<file path="config.mk">
export PLATFORM = sky130hd
export DESIGN_NAME = serial_adder
export DESIGN_NICKNAME = d
export VERILOG_FILES = /design/src/rtl/serial_adder.sv
export SDC_FILE = /design/constraint.sdc
export NUM_CORES = 1
export LEC_CHECK = 0
export ABC_AREA = 1
export CORE_ASPECT_RATIO = 1.75
export CORE_MARGIN = 3
export CORE_UTILIZATION = 55
export CTS_BUF_LIST = sky130_fd_sc_hd__clkbuf_4
export DETAILED_ROUTE_END_ITERATION = 10
export DONT_BUFFER_PORTS = 1
export GPL_TIMING_DRIVEN = 1
export PLACE_DENSITY = 0.73
export SYNTH_ARGS = -nofsm -noshare
export SYNTH_HDL_FRONTEND = slang
export SYNTH_SLANG_ARGS = --single-unit
</file>
<file path="constraint.sdc">
create_clock -name clk -period 1.28 [get_ports clk]
set_input_delay 0.128 -clock clk [delete_from_list [all_inputs] [get_ports clk]]
set_output_delay 0.128 -clock clk [all_outputs]
set_load 0.05 [all_outputs]
</file>
<file path="src/rtl/serial_adder.sv">
// Multi-cycle adder/subtractor: adds two WIDTH-bit operands STEP bits per clock through a
// registered carry. Optional signed-overflow output is enabled by defining SERIAL_ADDER_OVF_EN.
module serial_adder #(
    parameter int WIDTH = 8,
    parameter int STEP  = 1
) (
    input  logic             clk,
    input  logic             rst,
    input  logic             start,
    input  logic [WIDTH-1:0] a,
    input  logic [WIDTH-1:0] b,
    input  logic             c_in,
    input  logic             sub,
    output logic             busy,
    output logic             done,
    output logic [WIDTH-1:0] sum,
    output logic             c_out
`ifdef SERIAL_ADDER_OVF_EN
    ,
    output logic             ovf
`endif
);

    localparam int NSTEPS = WIDTH / STEP;
    localparam int CW     = $clog2(NSTEPS + 1);
    localparam logic [CW-1:0] LAST = CW'(NSTEPS - 1);

    generate
        if (WIDTH < 1 || STEP < 1 || (WIDTH % STEP) != 0) begin : g_bad_params
            $error("serial_adder: STEP must be >= 1 and divide WIDTH exactly");
        end
    endgenerate

    typedef enum logic [1:0] {
        S_IDLE,
        S_RUN,
        S_DONE
    } state_t;

    state_t          state_q;
    state_t          state_d;
    logic            accept;
    logic            last;

    logic [WIDTH-1:0] op_a_q;
    logic [WIDTH-1:0] op_b_q;
    logic [WIDTH-1:0] part_q;
    logic [WIDTH-1:0] part_next;
    logic             carry_q;
    logic [CW-1:0]    cnt_q;
    logic [STEP:0]    slice;

    // Handshake: start is sampled only while busy=0 (IDLE or DONE); busy stays high for the
    // NSTEPS RUN cycles, then done pulses for exactly one cycle with sum/c_out already valid.
    assign busy = (state_q == S_RUN);
    assign done = (state_q == S_DONE);

    always_ff @(posedge clk or posedge rst) begin
        if (rst) begin
            state_q <= S_IDLE;
        end else begin
            state_q <= state_d;
        end
    end

    always_comb begin
        state_d = state_q;
        accept  = 1'b0;
        last    = 1'b0;
        case (state_q)
            S_IDLE: begin
                if (start) begin
                    accept  = 1'b1;
                    state_d = S_RUN;
                end
            end
            S_RUN: begin
                if (cnt_q == LAST) begin
                    last    = 1'b1;
                    state_d = S_DONE;
                end
            end
            S_DONE: begin
                if (start) begin
                    accept  = 1'b1;
                    state_d = S_RUN;
                end else begin
                    state_d = S_IDLE;
                end
            end
            default: state_d = S_IDLE;
        endcase
    end

    // Full-adder slice over the low STEP bits of the operand shift registers.
    assign slice = {1'b0, op_a_q[STEP-1:0]} + {1'b0, op_b_q[STEP-1:0]}
                 + {{STEP{1'b0}}, carry_q};

    // Result bits enter at the top so that after NSTEPS shifts the LSB slice sits at bit 0.
    assign part_next = (part_q >> STEP) | (WIDTH'(slice[STEP-1:0]) << (WIDTH - STEP));

`ifdef SERIAL_ADDER_OVF_EN
    logic msb_cin;
    assign msb_cin = slice[STEP-1] ^ op_a_q[STEP-1] ^ op_b_q[STEP-1];
`endif

    always_ff @(posedge clk or posedge rst) begin
        if (rst) begin
            op_a_q  <= '0;
            op_b_q  <= '0;
            part_q  <= '0;
            carry_q <= 1'b0;
            cnt_q   <= '0;
            sum     <= '0;
            c_out   <= 1'b0;
`ifdef SERIAL_ADDER_OVF_EN
            ovf     <= 1'b0;
`endif
        end else if (accept) begin
            op_a_q  <= a;
            op_b_q  <= sub ? ~b : b;
            carry_q <= sub ? 1'b1 : c_in;
            part_q  <= '0;
            cnt_q   <= '0;
        end else if (state_q == S_RUN) begin
            op_a_q  <= op_a_q >> STEP;
            op_b_q  <= op_b_q >> STEP;
            part_q  <= part_next;
            carry_q <= slice[STEP];
            cnt_q   <= cnt_q + CW'(1);
            if (last) begin
                sum   <= part_next;
                c_out <= slice[STEP];
`ifdef SERIAL_ADDER_OVF_EN
                ovf   <= slice[STEP] ^ msb_cin;
`endif
            end
        end
    end

endmodule
</file>
Word-level counts from Yosys, hierarchy flattened. Index checks and enable logic that the tools add are counted.

Muxes and demuxes: 20. Reductions and logical operators: 5. Equal/unequal tests: 5. Add/sub/neg operators: 3. Bitwise operators: 3.

Operators with widths (count): two-way mux 8 bit (7); two-way mux 1 bit (8); two-way mux 4 bit (2); inverter 8 bit (1); bitwise OR 7 x 8 -> 8 bit (1); case mux 2 bit (3 select lines) (1); adder 4 x 1 -> 4 bit (second input constant) (1); equality test 4 x 3 -> 1 bit (second input constant) (1); two-way mux 2 bit (2); AND reduction 3 bit (1); adder 1 x 1 -> 2 bit (1); adder 2 x 1 -> 2 bit (1); equality test 2 x 1 -> 1 bit (second input constant) (1); equality test 2 bit (second input constant) (1); zero test 2 bit (1); inequality test 2 x 1 -> 1 bit (second input constant) (1); inequality test 2 bit (second input constant) (1); AND reduction 2 bit (1); nonzero test 2 bit (1); OR reduction 2 bit (1); inverter 1 bit (1).

Register bits: 40. Output and inout bits: 11. Input bits: 21.

Logic depth before layout (Yosys ltp).
Depth after elaboration: 5. Mapped depth: 7. Depth with buffers taken out: 7.

Worst setup path after synthesis. Ideal clock, no wire load.

Path kind: register to register. From: register cnt_q[0]. To: register sum[0]. Path slack: 31 ps. Buffers on the path: 1. Arrival time: 1126 ps. Library setup time: 122 ps. Stages on the path, launching flop included: 8. Period minus slack after synthesis: 1249 ps. Cell sequence: dfrtp_1 > ha_1 > nand2_1 > nor2_1 > nand2_2 > buf_2 > nand2_1 > o21ai_1.

Cells in the longest elaborated chain, start to end: 4.

Ends and longest elaborated chain: start, declared (line 50) `logic [CW-1:0] cnt_q;`; start signal, assigned (line 130) `cnt_q <= cnt_q + CW'(1);`; equality test 4 x 3 -> 1 bit (line 78) `if (cnt_q == LAST) begin`; two-way mux 1 bit (line 78); two-way mux 1 bit (line 70) `case (state_q)`; AND reduction 3 bit (no source line); end signal, assigned (line 132) `sum <= part_next;`; end, declared (line 16) `output logic [WIDTH-1:0] sum,`.

No other way between the ends. A chain may end at the register's enable or synchronous reset.

Worst setup path after layout.
From: register state_q[0]. To: output busy.

Cells in the longest elaborated chain, start to end: 1.

Ends and longest elaborated chain: start, declared (line 40) `state_t state_q;`; start signal, assigned (line 62) `state_q <= state_d;`; equality test 2 x 1 -> 1 bit (line 55) `assign busy = (state_q == S_RUN);`; end, declared (line 14) `output logic busy,`.

No other way between the ends.

==> reports/metrics.yaml <==
row_count: 26
finalNetCount: 288
syn_avg_cell_area_um2: 7.85
remaining_drc_errors: 0
ios: 32
grt_pass1_wl_mm: 6.33
p_switching_uw: 2630
place_hpwl_mm: 2.50
clock_path_buffers: 2
reg2regPathDepth: 3
reg2reg_slack_ns: 0.03
p_per_area_nw_per_um2: 2610
ys_seq_area_share_pct: 54.1
n_antenna_cell: 0
port-buffer-count: 0
synthTopCellsByArea: "dfrtp_1 54%, nand2_1 22%, inv_1 6.0%"
gp_congestion: 0.793
layout-drive-gt1-share_pct: 15.8
cp.required_ns: 1.15
wl_mm: 3.80
path_delay_family: "flip-flops"
min_from: "sub"
intPower_uw: 3280
dieWidth_um: 49.3
violations: "setup timing"
htree_levels: 2
slowest_stage: "dfrtp_1"
r2r-start: "op_a_q[0]"
synth_top_flop_cell: "dfrtp_1"
cts_tree: "built"
p_comb_share_pct: 49.6
hold_path_class: "input pin to register"
sequentialPowerShare_pct: 36.8
antenna_found_initial: 0
clock_power_share_pct: 13.7
die_h_um: 81.8
slew_headroom_pct: 67.5
synth_fp_nets: 253
dr.pass1.iters: 4
fillers: 241
cp.arrival_ns: 1.18
antenna_left: 0
setup_viol: 1
fmax_mhz: 767
path_class: "register to output port"
period_minus_slack_ns: 1.30
drv_cap: 0
rr_endpoint: "part_q[7]"
worstMarginPinSlew_ns: 0.487
syn_to_final_growth_pct: 25.4
synth_edf_count: 0
cts_root_buffer: "clkbuf_4"
dp.cells: 282
cts.sinks: 39
end_kind: "output port"
ir_worst_vdd_mv: 1.57
worst-path-stages: 3
dr_total_vias: 1529
start_util_pct: 59.7
netlist_instances: 230
setup_slack_ns: -0.0241
final_cells: 308
cp_cell_sequence: "inv_2, nor2_4, buf_8"
synth_top_area_share_pct: 54.1
startpoint_type: "register"
grt_use_total_pct: 20.9
synth_common_cells: "105 x nand2_1, 39 x dfrtp_1, 29 x inv_1, 10 x nand3_1, 9 x o21ai_1"
maxSlewViolCount: 0
ys_ff_latch: 39
finalCritPeriodShare_pct: 102
slowest_delay_ns: 0.41
grt_pass1_vias: 1453
vias_per_cell: 4.96
netlist_area_um2: 1810
finish.utilization_pct: 74.9
core_um2: 3030
grt_overflow_total: 0
swShare_pct: 44.6
path_buf_inv: 2
ys_warn_count: 0
finClkSkew_ns: 0.0101
rsz0062_at_grt: "true"
status: "finished with violations"
p_leak_uw: 0.00122
die-area_um2: 4030
yosysMostFrequentCell: "nand2_1"
startpoint: "state_q[0]"
clk_latency_ns: 0.35
async_flop_share_pct: 100
clkSlewWorstSetupHoldPaths_ns: 0.12
crit_end: "busy"
grt_max_degree: 40
crit_fanout: 5
synth_top_area_cell: "dfrtp_1"
yosysUniqueCellTypes: 20
finalHoldViolations: 0
wl_per_cell_um: 12.3
dp_slack_ns: -0.0109
numCtsBuffers: 5
first_iter_violations: 27
worst min path at each step:
stage,end,cells past startpoint
5_1_grt,op_b_q[0],4
3_3_place_gp,part_q[3],2
2_1_floorplan,op_a_q[7],2
3_5_place_dp,part_q[2],2
4_1_cts,op_b_q[4],4
6_report,op_b_q[4],4
cell type report:
| type | instances | area [µm²] | area share [%] |
|---|---|---|---|
| multi-input cells | 151 | 703 | 31.0 |
| repair buffers | 35 | 328 | 14.5 |
| flip-flops and latches | 39 | 976 | 43.1 |
| clock buffers | 5 | 37.5 | 1.66 |
| well taps | 42 | 52.6 | 2.32 |
| clock inverters | 3 | 38.8 | 1.71 |
| inverters | 33 | 129 | 5.69 |
state kept, by name (all words and copies together), names as in the netlist:
register,flops
c_out,1
carry_q,1
cnt_q,4
op_a_q,8
op_b_q,8
part_q,7
state_q,2
sum,8
power groups by stage:
stage,logic (µW),registers [µW],clock network (µW)
after CTS,2740,2160,823
final,2930,2170,808
after floorplan,1510,2560,0
after global routing,3270,2240,876
after detailed placement,2620,2190,0
after global placement,2510,2170,0
worst register-to-register path: cells and delay by family (launching register included):
family,cells,cell delay [ns]
adders and majority gates,1,0.57
DFF,1,0.43
buffers and inverters,1,0.05
AOI/OAI and AO/OA,1,0.13
cells in the final DEF, fill, tap and decap left out, types with 3 or more instances in the layout:
cell	n
buf_4	16
inv_2	4
nand3_1	10
o21ai_0	6
dfrtp_1	39
o21ai_1	9
nor2_4	3
clkbuf_4	5
dlygate4sd3_1	15
o22ai_1	6
nor2_1	4
nand2_1	103
inv_1	28
layer usage:
metal,routed length [µm],GRT usage [%],share of wire [%]
met5,0,0,0
met4,73,10.3,1.9
met3,156,4.54,4.1
met2,2080,37.1,55
met1,1490,23.6,39
cell families (layout without fill, tap and decap cells):
kind of cell | Yosys count | after routing | share of synthesized area, %
simple gates | 124 | 124 | 27.3
xor+xnor | 1 | 1 | 0.485
compound gates | 24 | 24 | 7.14
fa+ha+maj | 2 | 2 | 1.80
flops | 39 | 39 | 54.1
buf+inv | 40 | 76 | 9.22
per-stage QoR:
stage	area (µm²)	total power, µW	setup TNS, ns	hold WS (ns)
after floorplan	1810	4070	0	0.245
after CTS	2200	5720	-0.176	0.000136
final	2260	5910	-0.0241	0.00924
after detailed placement	1960	4810	-0.0138	0.166
after global placement	1960	4680	0	0.159
after global routing	2260	6390	-0.192	0.0224
timing repair:
action,CTS,global route
setup buffers,2,1
endpoints found under the hold margin,51,0
endpoints found under the setup margin,11,37
hold buffers,15,0
pin swaps,2,2
gates resized for setup,1,16
(Power assumes the default switching activity.)
